[config.mk]
export PLATFORM = sky130hd
export DESIGN_NAME = serial_comp_ctrl
export DESIGN_NICKNAME = d
export VERILOG_FILES = /design/src/rtl/serial_comp_ctrl.sv
export SDC_FILE = /design/constraint.sdc
export NUM_CORES = 1
export LEC_CHECK = 0
export CORE_MARGIN = 2
export CORE_UTILIZATION = 50
export CTS_CLUSTER_SIZE = 25
export DETAILED_ROUTE_END_ITERATION = 10
export GPL_TIMING_DRIVEN = 0
export PLACE_DENSITY = 0.77
export REMOVE_ABC_BUFFERS = 1
export SLEW_MARGIN = 20
export SYNTH_ARGS = -nofsm -noshare
export SYNTH_HDL_FRONTEND = slang
export SYNTH_SLANG_ARGS = --single-unit
[constraint.sdc]
create_clock -name clk -period 3.3 [get_ports clk]
set_clock_uncertainty 0.15 [all_clocks]
set_input_delay 0.99 -clock clk [delete_from_list [all_inputs] [get_ports clk]]
set_output_delay 0.99 -clock clk [all_outputs]
set_load 0.05 [all_outputs]
[src/rtl/serial_comp_ctrl.sv]
// ---------------------------------------------------------------------------
// serial_comp_ctrl
//   Sequential magnitude comparator for two WIDTH-bit unsigned operands. A
//   single 2-bit comparator slice is stepped over the operands, MSB pair
//   first, under a start/busy/done handshake.
//
//   Optional build macro: SERIAL_COMP_EARLY_EXIT_EN
//     defined   : COMPARE exits on the first unequal slice.
//     undefined : every slice is always evaluated (constant latency NSLICE);
//                 the first unequal slice is held in a sticky flag.
//
//   Ports
//     clk     in   system clock, rising edge
//     rst     in   asynchronous active-high reset
//     start   in   request, sampled only in IDLE
//     a, b    in   WIDTH-bit operands, captured on accepted start
//     busy    out  high from accepted start through the done cycle
//     done    out  one-cycle pulse when the result is valid
//     a_eq_b  out  registered result A == B
//     a_gt_b  out  registered result A >  B
//     a_lt_b  out  registered result A <  B
// ---------------------------------------------------------------------------
module serial_comp_ctrl #(
    parameter int unsigned WIDTH = 8
) (
    input  logic             clk,
    input  logic             rst,
    input  logic             start,
    input  logic [WIDTH-1:0] a,
    input  logic [WIDTH-1:0] b,
    output logic             busy,
    output logic             done,
    output logic             a_eq_b,
    output logic             a_gt_b,
    output logic             a_lt_b
);

    localparam int unsigned NSLICE = WIDTH / 2;
    localparam int unsigned CNT_W  = (NSLICE > 1) ? $clog2(NSLICE) : 1;

    typedef enum logic [1:0] {
        S_IDLE    = 2'd0,
        S_COMPARE = 2'd1,
        S_DONE    = 2'd2
    } state_t;

    state_t             r_state, w_state_nxt;
    logic [WIDTH-1:0]   r_a, w_a_nxt;
    logic [WIDTH-1:0]   r_b, w_b_nxt;
    logic [CNT_W-1:0]   r_cnt, w_cnt_nxt;
    logic               r_busy, w_busy_nxt;
    logic               r_done, w_done_nxt;
    logic               r_eq, w_eq_nxt;
    logic               r_gt, w_gt_nxt;
    logic               r_lt, w_lt_nxt;

    logic [1:0]         w_sa;
    logic [1:0]         w_sb;
    logic               w_slice_gt;
    logic               w_slice_lt;
    logic               w_slice_eq;
    logic               w_last;

`ifndef SERIAL_COMP_EARLY_EXIT_EN
    logic               r_dec, w_dec_nxt;
    logic               r_sgt, w_sgt_nxt;
    logic               r_slt, w_slt_nxt;
    logic               w_dec;
    logic               w_fgt;
    logic               w_flt;
`endif

    // 2-bit slice compare on the top pair of each shift register
    assign w_sa       = r_a[WIDTH-1 -: 2];
    assign w_sb       = r_b[WIDTH-1 -: 2];
    assign w_slice_gt = (w_sa[1] & ~w_sb[1]) | (~(w_sa[1] ^ w_sb[1]) & w_sa[0] & ~w_sb[0]);
    assign w_slice_lt = (~w_sa[1] & w_sb[1]) | (~(w_sa[1] ^ w_sb[1]) & ~w_sa[0] & w_sb[0]);
    assign w_slice_eq = ~(w_slice_gt | w_slice_lt);
    assign w_last     = (r_cnt == '0);

`ifndef SERIAL_COMP_EARLY_EXIT_EN
    // First unequal slice wins; later slices cannot override it
    assign w_dec = r_dec | ~w_slice_eq;
    assign w_fgt = r_dec ? r_sgt : w_slice_gt;
    assign w_flt = r_dec ? r_slt : w_slice_lt;
`endif

    // State and datapath registers
    always_ff @(posedge clk or posedge rst) begin
        if (rst) begin
            r_state <= S_IDLE;
            r_a     <= '0;
            r_b     <= '0;
            r_cnt   <= '0;
            r_busy  <= 1'b0;
            r_done  <= 1'b0;
            r_eq    <= 1'b0;
            r_gt    <= 1'b0;
            r_lt    <= 1'b0;
`ifndef SERIAL_COMP_EARLY_EXIT_EN
            r_dec   <= 1'b0;
            r_sgt   <= 1'b0;
            r_slt   <= 1'b0;
`endif
        end else begin
            r_state <= w_state_nxt;
            r_a     <= w_a_nxt;
            r_b     <= w_b_nxt;
            r_cnt   <= w_cnt_nxt;
            r_busy  <= w_busy_nxt;
            r_done  <= w_done_nxt;
            r_eq    <= w_eq_nxt;
            r_gt    <= w_gt_nxt;
            r_lt    <= w_lt_nxt;
`ifndef SERIAL_COMP_EARLY_EXIT_EN
            r_dec   <= w_dec_nxt;
            r_sgt   <= w_sgt_nxt;
            r_slt   <= w_slt_nxt;
`endif
        end
    end

    // Next-state and next-output logic
    always_comb begin
        w_state_nxt = r_state;
        w_a_nxt     = r_a;
        w_b_nxt     = r_b;
        w_cnt_nxt   = r_cnt;
        w_busy_nxt  = 1'b0;
        w_done_nxt  = 1'b0;
        w_eq_nxt    = r_eq;
        w_gt_nxt    = r_gt;
        w_lt_nxt    = r_lt;
`ifndef SERIAL_COMP_EARLY_EXIT_EN
        w_dec_nxt   = r_dec;
        w_sgt_nxt   = r_sgt;
        w_slt_nxt   = r_slt;
`endif

        case (r_state)
            S_IDLE: begin
                if (start) begin
                    w_state_nxt = S_COMPARE;
                    w_a_nxt     = a;
                    w_b_nxt     = b;
                    w_cnt_nxt   = CNT_W'(NSLICE - 1);
                    w_busy_nxt  = 1'b1;
                    w_eq_nxt    = 1'b0;
                    w_gt_nxt    = 1'b0;
                    w_lt_nxt    = 1'b0;
`ifndef SERIAL_COMP_EARLY_EXIT_EN
                    w_dec_nxt   = 1'b0;
                    w_sgt_nxt   = 1'b0;
                    w_slt_nxt   = 1'b0;
`endif
                end
            end

            S_COMPARE: begin
                w_busy_nxt = 1'b1;
`ifdef SERIAL_COMP_EARLY_EXIT_EN
                if (!w_slice_eq) begin
                    w_state_nxt = S_DONE;
                    w_done_nxt  = 1'b1;
                    w_eq_nxt    = 1'b0;
                    w_gt_nxt    = w_slice_gt;
                    w_lt_nxt    = w_slice_lt;
                end else if (w_last) begin
                    w_state_nxt = S_DONE;
                    w_done_nxt  = 1'b1;
                    w_eq_nxt    = 1'b1;
                    w_gt_nxt    = 1'b0;
                    w_lt_nxt    = 1'b0;
                end else begin
                    w_a_nxt   = r_a << 2;
                    w_b_nxt   = r_b << 2;
                    w_cnt_nxt = r_cnt - CNT_W'(1);
                end
`else
                if (w_last) begin
                    w_state_nxt = S_DONE;
                    w_done_nxt  = 1'b1;
                    w_eq_nxt    = ~w_dec;
                    w_gt_nxt    = w_fgt;
                    w_lt_nxt    = w_flt;
                end else begin
                    w_a_nxt   = r_a << 2;
                    w_b_nxt   = r_b << 2;
                    w_cnt_nxt = r_cnt - CNT_W'(1);
                    w_dec_nxt = w_dec;
                    w_sgt_nxt = w_fgt;
                    w_slt_nxt = w_flt;
                end
`endif
            end

            S_DONE: begin
                w_state_nxt = S_IDLE;
            end

            default: begin
                w_state_nxt = S_IDLE;
            end
        endcase
    end

    assign busy   = r_busy;
    assign done   = r_done;
    assign a_eq_b = r_eq;
    assign a_gt_b = r_gt;
    assign a_lt_b = r_lt;

endmodule

==> out/metrics.cfg <==
[power]
peakVddDrop_mv = 0.6633
internal_power_w = 0.001013
p_switching_w = 0.0006631
p_clk_frac = 0.134
combPwrFrac = 0.507
swShare = 0.3956
p_per_area_nw_per_um2 = 982.2
finalPower_w = 0.001676
seqPwrFrac = 0.359
leakagePower_nw = 0.7750

[timing]
post-route-period-util = 0.8503
setup_viol = 0
clock.fmax_mhz = 356.4
grt_setup_unrepaired = no
relSlewSlack = 0.4120
worstMarginPinSlew_ps = 882.0
finalHoldViolCount = 0
slew_viol_final = 0
tns_ps = 0
layout_min_cycle_time_ps = 2806

[clocking]
clock_path_buffers = 2
cts_resized = 0
cts-root-buf = clkbuf_4
holdBufCountCts = 0
cts_sinks = 28
cts_setup_buffers = 0
insertion_delay_ps = 330
path_clk_slew_ps = 150
cts_tree = done
htree_levels = 1
cts_buffers = 3

[setup_path]
end_kind = flop
worstPathMaxFanout = 11
required_ps = 3390
critPathTopFamily = buffers and inverters
crit_path_max_incr_delay_ps = 680
worst-path-buf-inv = 3
cp.arrival_ps = 2890
path_class = input port to flop
crit_top_cell = inv_2
crit_slowest_cell = o21bai_1
timing.critical_path.cells = clkdlybuf4s50_1 > o21bai_1 > inv_2 > nand2_4 > inv_2 > mux2_4
worstSetupStartpointType = input port

[final_layout]
final_util = 0.6243
num-nets-final = 169
drive_gt1_frac = 0.1438
syn2layout_area_growth_pct = 19.34
antenna_cells = 0
nFillCells = 226
multi_input_area_sq_um = 650.6
layout.area.seq_sq_um = 700.7

[floorplanning]
dieHeight_um = 57.48
io_pins = 24
die_w_um = 57.48
row_count = 19
core_sq_um = 2734
die_area_sq_um = 3304
start_util = 0.5231

[synthesis]
ys_types = 32
async_reset_ff_frac = 1.000
yosys_warnings = 0
synth_ff_type = dfrtp_1
synth_area_sq_um = 1430
synth_seq_area_share = 0.4899
synth-edff-count = 0
synth_cells = 125
ys_ff_latch = 28
syn_avg_cell_area_sq_um = 11.44

[drt]
drt_iter0_markers = 32
drt-total-wl_mm = 2.620
wl_per_cell_um = 14.80
dr.pass1.iters = 4
antenna_left = 0
vias_per_cell = 5.593
vias = 990
drc_errors = 0

[global_routing]
grt_pass1_vias = 1059
grt_overflow = 0
grt_max_degree = 29
antenna_found_initial = 0
grt_pass1_wl_mm = 4.629
grtUsageTotal = 0.1797

[placement]
dp_hpwl_mm = 1.955
portBuffers = 23
gp_congestion = 0.7825

[outcome]
outcome = complete, no violations

[run]
max_cap_viol_count = 0

[min_path]
hold_path_class = flop to flop

-- power groups by stage --
stage	logic (W)	registers (W)	clock network, W
finish	0.000850	0.000601	0.000225
floorplan	0.000572	0.000671	0
CTS	0.000857	0.000603	0.000230
detailed placement	0.000854	0.000612	0
global route	0.000932	0.000624	0.000240
global placement	0.000819	0.000605	0
-- worst paths after layout --
kind | startpoint | endpoint | slack [ps] | cells past startpoint
setup / recovery | start | r_a[6] | 490 | 6
hold / removal | r_sgt | r_sgt | 360 | 1
setup reg to reg | r_state[0] | r_a[6] | 1060 | 5
hold reg to reg | r_sgt | r_sgt | 360 | 1
max in group asynchronous | rst | r_cnt[1] | 1760 | 2
min in group asynchronous | rst | r_b[0] | 860 | 2
-- cell families (layout without fill, tap and decap cells) --
kind of cell    Yosys count  count (layout)  synth area share
flops                    28              28            0.4899
mux                      20              20            0.1645
simple gates             21              21           0.09099
xor+xnor                  1               1          0.006125
fa+ha+maj                 3               3           0.02625
compound gates           37              37            0.1671
buf+inv                  15              36           0.05511
-- layer usage --
metal	vias to the layer above	routed length [um]	global-route usage	share of wire
met2	21	1330	0.3052	0.51
met3	0	103	0.05215	0.039
met1	484	1186	0.2258	0.45
li1	485	-	-	-
met4	0	0	0.04319	0
met5	-	0	0	0
-- sequential cells by signal, indices dropped and copies added (netlist names), 2 cells and up --
signal,cells
r_state,2
r_b,8
r_a,8
r_cnt,2
-- final cells by class --
cell class | count | share of cell area
Clock inverter | 1 | 0.01760
Timing Repair Buffer | 23 | 0.1349
Tap cell | 31 | 0.02273
Inverter | 9 | 0.01979
Multi-Input combinational cell | 82 | 0.3812
Sequential cell | 28 | 0.4106
Clock buffer | 3 | 0.01320
-- cell usage in the layout, fill, tap and decap left out, drive strengths merged --
master	Yosys	layout
o31ai	1	1
mux2	10	10
mux2i	10	10
o41ai	1	1
or4	1	1
and2	1	1
inv	9	9
xor2	1	1
nand2b	3	3
o21bai	1	1
clkdlybuf4s50	0	23
nor2b	7	7
clkbuf	3	3
and3b	1	1
dfrtp	28	28
a22o	2	2
nand3b	1	1
a2111oi	1	1
nor3	1	1
a211oi	1	1
a21oi	7	7
nor2	4	4
nand2	2	2
o2bb2ai	5	5
o22a	1	1
a221oi	1	1
o21ai	14	14
a22oi	2	2
ha	3	3
bufinv	0	1
-- per-stage QoR --
step                      std cells  hold slack, ps  area (sq um)  setup WS, ps
after floorplan                 119           309.3          1385         997.0
after global placement          173           319.2          1654         195.6
after detailed placement        173           330.0          1654         148.9
after CTS                       177           362.6          1707         515.9
after global routing            177           392.3          1707         364.9
final                           177           361.0          1707         494.0
-- synthesized netlist by cell type (2+ instances only) --
| cell type | n | area, sq um |
|---|---|---|
| mux2i_1 | 10 | 100.1 |
| mux2_2 | 4 | 45.04 |
| a21oi_1 | 7 | 35.03 |
| nor2_1 | 4 | 15.01 |
| a22o_1 | 2 | 17.52 |
| o2bb2ai_1 | 5 | 43.79 |
| mux2_4 | 6 | 90.09 |
| nor2b_1 | 7 | 43.79 |
| ha_1 | 3 | 37.54 |
| a22oi_1 | 2 | 15.01 |
| inv_2 | 3 | 11.26 |
| buf_6 | 3 | 33.78 |
| nand2b_1 | 3 | 18.77 |
| clkbuf_1 | 3 | 11.26 |
| dfrtp_1 | 28 | 700.7 |
| inv_1 | 6 | 22.52 |
| o21ai_0 | 14 | 70.07 |
No activity file was read; power rests on OpenSTA's default activity.
